<file path="config.mk">
export PLATFORM = sky130hd
export DESIGN_NAME = exu_mul_core
export DESIGN_NICKNAME = d
export VERILOG_FILES = /design/src/rtl/exu_mul_core.sv
export SDC_FILE = /design/constraint.sdc
export NUM_CORES = 1
export LEC_CHECK = 0
export ABC_AREA = 1
export BUFFER_PORTS_ARGS = -buffer_cell sky130_fd_sc_hd__buf_2
export CAP_MARGIN = 20
export CORE_MARGIN = 2
export CORE_UTILIZATION = 55
export CTS_CLUSTER_DIAMETER = 120
export DETAILED_ROUTE_END_ITERATION = 10
export PLACE_DENSITY = 0.72
export SLEW_MARGIN = 10
export SYNTH_ARGS = -nofsm -noshare
export SYNTH_HDL_FRONTEND = slang
export SYNTH_SLANG_ARGS = --single-unit
</file>
<file path="constraint.sdc">
create_clock -name clk -period 11.4 [get_ports clk]
set_clock_uncertainty 0.2 [all_clocks]
set_input_delay 0.57 -clock clk [delete_from_list [all_inputs] [get_ports clk]]
set_output_delay 0.57 -clock clk [all_outputs]
set_load 0.01 [all_outputs]
</file>
<file path="src/rtl/exu_mul_core.sv">
// rtl/exu_mul_core.sv - iterative 32x32 multiplier (MUL/MULH/MULHSU/MULHU), CHUNK_W multiplier bits per cycle
module exu_mul_core #(
    parameter int CHUNK_W = 8
) (
    input  logic        clk,
    input  logic        rst_n,
    input  logic        mul_start_i,
    input  logic [31:0] mul_multiplicand_i,
    input  logic [31:0] mul_multiplier_i,
    input  logic [3:0]  mul_op_i,
    output logic [31:0] mul_result_o,
    output logic        mul_busy_o,
    output logic        mul_valid_o
);

    localparam int REG_DATA_WIDTH = 32;
    localparam int NITER          = REG_DATA_WIDTH / CHUNK_W;
    localparam int CNT_W          = 6;

    typedef enum logic [1:0] {IDLE, CALC, SIGN, DONE} state_t;

    state_t             state, state_nxt;
    logic [31:0]        a_mag_q, b_mag_q;
    logic [63:0]        acc_q;
    logic [CNT_W-1:0]   cnt_q;
    logic               neg_q;
    logic               low_q;
    logic [31:0]        result_q;

    logic               op_mul, op_mulh, op_mulhsu;
    logic               a_neg, b_neg;
    logic [31:0]        a_mag, b_mag;
    logic               last_iter;
    logic [5:0]         shamt;
    logic [CHUNK_W-1:0] b_chunk;
    logic [63:0]        addend;
    logic [63:0]        product;

    // Lowest set bit wins; an all-zero op falls back to MUL.
    always_comb begin
        op_mul    = mul_op_i[0] | (mul_op_i == 4'b0000);
        op_mulh   = ~mul_op_i[0] & mul_op_i[1];
        op_mulhsu = (mul_op_i[1:0] == 2'b00) & mul_op_i[2];
        a_neg     = mul_multiplicand_i[31] & (op_mulh | op_mulhsu);
        b_neg     = mul_multiplier_i[31] & op_mulh;
        // -0x80000000 wraps back to 0x80000000, which is the correct unsigned magnitude
        a_mag     = a_neg ? (32'd0 - mul_multiplicand_i) : mul_multiplicand_i;
        b_mag     = b_neg ? (32'd0 - mul_multiplier_i) : mul_multiplier_i;
    end

    always_comb begin
        last_iter = (cnt_q == CNT_W'(NITER - 1));
        shamt     = 6'(int'(cnt_q) * CHUNK_W);
        b_chunk   = CHUNK_W'(b_mag_q >> shamt);
        addend    = ({32'd0, a_mag_q} * {{(64 - CHUNK_W){1'b0}}, b_chunk}) << shamt;
        product   = neg_q ? (64'd0 - acc_q) : acc_q;
    end

    always_ff @(posedge clk or negedge rst_n) begin
        if (!rst_n) begin
            state <= IDLE;
        end else begin
            state <= state_nxt;
        end
    end

    always_comb begin
        state_nxt = state;
        case (state)
            IDLE:    if (mul_start_i) state_nxt = CALC;
            CALC:    if (last_iter)   state_nxt = SIGN;
            SIGN:    state_nxt = DONE;
            DONE:    state_nxt = IDLE;
            default: state_nxt = IDLE;
        endcase
    end

    always_ff @(posedge clk or negedge rst_n) begin
        if (!rst_n) begin
            a_mag_q  <= '0;
            b_mag_q  <= '0;
            acc_q    <= '0;
            cnt_q    <= '0;
            neg_q    <= 1'b0;
            low_q    <= 1'b0;
            result_q <= '0;
        end else begin
            case (state)
                IDLE: begin
                    if (mul_start_i) begin
                        a_mag_q <= a_mag;
                        b_mag_q <= b_mag;
                        low_q   <= op_mul;
                        neg_q   <= a_neg ^ b_neg;
                        acc_q   <= '0;
                        cnt_q   <= '0;
                    end
                end
                CALC: begin
                    acc_q <= acc_q + addend;
                    cnt_q <= cnt_q + 1'b1;
                end
                SIGN: begin
                    result_q <= low_q ? product[31:0] : product[63:32];
                end
                default: ;
            endcase
        end
    end

    assign mul_result_o = result_q;
    assign mul_busy_o   = (state != IDLE);
    assign mul_valid_o  = (state == DONE);

endmodule

</file>
==> Implementation_results.wiki <==
{| class="wikitable"
! Metric !! Value
|-
| Placed Instance Area || 0.0247 mm2
|-
| Core footprint || 0.0428 mm2
|-
| Root buf cell || clkbuf_16
|-
| Final cell count without fillers || 4184
|-
| Fill cells || 4129
|-
| Initial core utilization || 55.4%
|-
| Worst-margin pin slew || 1000 ps
|-
| Result of the run || finished, final reports clean
|-
| Number of library cell types mapped by synthesis || 64
|-
| Via count || 25.0k
|-
| Max FO, Critical Path || 32
|-
| Commonest cells after routing, fill and taps aside || nand2_1, nor2_1, inv_1
|-
| Start point of the worst hold path || mul_multiplicand_i[31]
|-
| Fraction of the mapped netlist area in compound gates || 17.4%
|-
| Most common cell after layout, fill and taps aside || nand2_1
|-
| Number of setup buffers added after CTS || 0
|-
| Count of endpoints failing setup in the final report || 0
|-
| Fraction of registers with async set/reset || 100%
|-
| Post-detailed-route count of antenna-violating nets || 0
|-
| F_max || 98.3 MHz
|-
| Number of antenna violations at the first check in global routing || 1
|-
| Total gr overflow || 0
|-
| Shortest period the worst path allows || 10170 ps
|-
| Number of placed cells counting well taps || 4151
|-
| End point of the most critical hold path || a_mag_q[31]$_DFFE_PN0P_
|-
| TNS Setup || 0 ps
|-
| #FFs+latches synth || 170
|-
| R2R cell count || 35
|-
| Mean routed wirelength per cell || 20.9 um
|-
| Combinational family with the most area after synthesis || simple AND/OR/NAND/NOR gates
|-
| Ys flop type || dfrtp_1
|-
| Count of warnings emitted by yosys || 0
|-
| CTS HTree Levels || 4
|-
| Mean cell area of the mapped netlist || 6.61 um2
|-
| Die Outline Area || 0.0448 mm2
|-
| Number of stages on the worst hold path || 3
|-
| Num CTS Buffers || 17
|-
| Source of the worst register-to-register timing path || cnt_q[1]$_DFFE_PN0P_
|-
| Port Buffers || 104
|-
| Clock buffer depth || 2
|-
| Share of layout cells above drive strength 1 || 6.60%
|-
| Share of synthesized area spent on multiplexers || 0%
|-
| Site Rows || 76
|-
| DIE WIDTH || 212 um
|-
| Number of instances in the synthesized netlist || 3585
|-
| Antenna diodes || 0
|-
| Number of remaining DRC errors || 0
|-
| Synth-to-Final Area Change || 6.67%
|-
| HPWL after detailed placement || 71600 um
|-
| Global-route wire length before repair || 137000 um
|-
| Number of global-route vias before repair || 24.1k
|-
| Type of the setup path with the least slack || register to register
|-
| Critical path endpoint category || register
|-
| Slowest cell on the critical path || dfrtp_1
|-
| Pin count of the biggest net entering global routing || 95
|-
| Hold Crit Class || primary input to register
|-
| Final period util || 89.2%
|-
| Clock latency on the worst-skew pair || 520 ps
|-
| Area of the mapped netlist || 0.0237 mm2
|-
| Iter 0 DRT Violations || 3289
|-
| Share of synthesized cell area in full adder, half adder and majority cells || 22.5%
|-
| Relative slew slack || 33.2%
|-
| EDFF count, synth || 0
|-
| Weighted congestion reported at the end of routability-driven placement || 1.07
|-
| Critical path launch point type || register
|-
| Overall track demand over capacity in global routing || 40.2%
|-
| Sequential fraction of the synthesis area || 17.9%
|-
| XOR/XNOR Fraction of Synth Area || 3.07%
|-
| Total number of nets in the final design || 4013
|-
| Sinks on Clock Net || 170
|-
| Worst path arrival time || 10370 ps
|-
| Req. time, crit path || 11600 ps
|-
| Clock edge transition at the registers on the reported setup and hold paths || 80 ps
|-
| Most frequent cell on the critical path || nand2_1
|-
| Worst R2R End || acc_q[49]$_DFFE_PN0P_
|-
| Fraction of the mapped netlist area in simple logic gates || 28.2%
|-
| Worst slack at placement || 1570 ps
|-
| Number of primary I/O pins || 105
|-
| Average via count per standard cell || 5.97
|-
| Critical Path Start || cnt_q[1]$_DFFE_PN0P_
|-
| Total wire length after detailed routing || 87200 um
|-
| Number of max-slew violations in the final report || 0
|-
| Summed area of non-filler cells in the final layout || 0.0253 mm2
|-
| RSZ-0062 raised after global routing || no
|-
| CTS tree || built
|-
| Reg2Reg Setup Slack || 1230 ps
|-
| 1st-pass router iterations || 6
|-
| Die height || 212 um
|-
| Total count of hold-check failures in the final report || 0
|-
| Setup ws final || 1230 ps
|-
| Delay of the slowest critical-path stage || 990 ps
|-
| MaxCap Viol Count || 0
|-
| Mapped Nets || 3973
|}
-- cells by family (layout without fill, tap and decap cells) --
logic type      count (synthesis)  count (layout)
fa+ha+maj                     317             317
xor+xnor                       83              83
buf+inv                       678             731
simple gates                 1588            1588
flops                         170             170
compound gates                749             749
-- layer usage --
metal / share of wire (%) / global-route usage, % / vias up
met5: 0.015 / 0 / -
li1: - / - / 11600
met1: 44 / 58.2 / 11800
met4: 2.7 / 11.8 / 2
met3: 13 / 12.6 / 154
met2: 41 / 57.3 / 1417
-- timing repair --
item,in CTS,in global routing
hold buffers,1,0
gates resized for setup,0,0
hold endpoints to repair,53,0
-- layout make-up --
class	count	area [um2]	area share, %
multi-input combinational	2737	16900	66.8
sequential	170	4260	16.8
inverter	574	2160	8.54
timing repair buffer	125	687	2.72
tap	546	683	2.70
clock buffer	18	429	1.70
clock inverter	14	173	0.683
-- registers in the layout, summed over array words and instances (netlist names) --
name,cells
state,2
mul_result_o,32
b_mag_q,32
low_q,1
acc_q,64
neg_q,1
cnt_q,6
a_mag_q,32
-- how the worst max path moves through the flow --
stage | endpoint | slack [ps]
floorplan | acc_q[59]$_DFFE_PN0P_ | 4140
global placement | acc_q[49]$_DFFE_PN0P_ | 1560
detailed placement | acc_q[49]$_DFFE_PN0P_ | 1570
CTS | acc_q[49]$_DFFE_PN0P_ | 1570
global route | acc_q[49]$_DFFE_PN0P_ | 500
finish | acc_q[49]$_DFFE_PN0P_ | 1230
-- Yosys cell counts (all sizes together), types with 27 or more instances --
cell / n / share of area, %
o21ai: 348 / 7.4
a31oi: 33 / 0.87
xnor2: 30 / 1.1
nand4: 35 / 0.99
nand2: 682 / 11
nor3: 46 / 1.2
fa: 181 / 15
nor2: 602 / 9.8
dfrtp: 170 / 18
buf: 27 / 0.49
inv: 570 / 9.0
xor2: 53 / 2.0
a21oi: 263 / 5.7
nand3: 170 / 3.9
ha: 136 / 7.2
clkbuf: 77 / 1.3
-- stage by stage --
stage	utilization [%]	hold WS (ps)
after global routing	59.1	158
after CTS	59.1	114
after detailed placement	57.7	268
after global placement	57.7	262
final	59.1	139
after floorplan	-	74.4
-- worst max-delay path, delay by kind of cell, from the launching register on --
family / cells / cell delay [ps]
simple gates: 17 / 2910
fa+ha+maj: 6 / 2800
compound gates: 5 / 1630
buf+inv: 7 / 1520
flops: 1 / 990
Power is left out: the tool's default activity adds up to more than one toggle a clock period on the data nets, which glitch-free logic cannot reach.
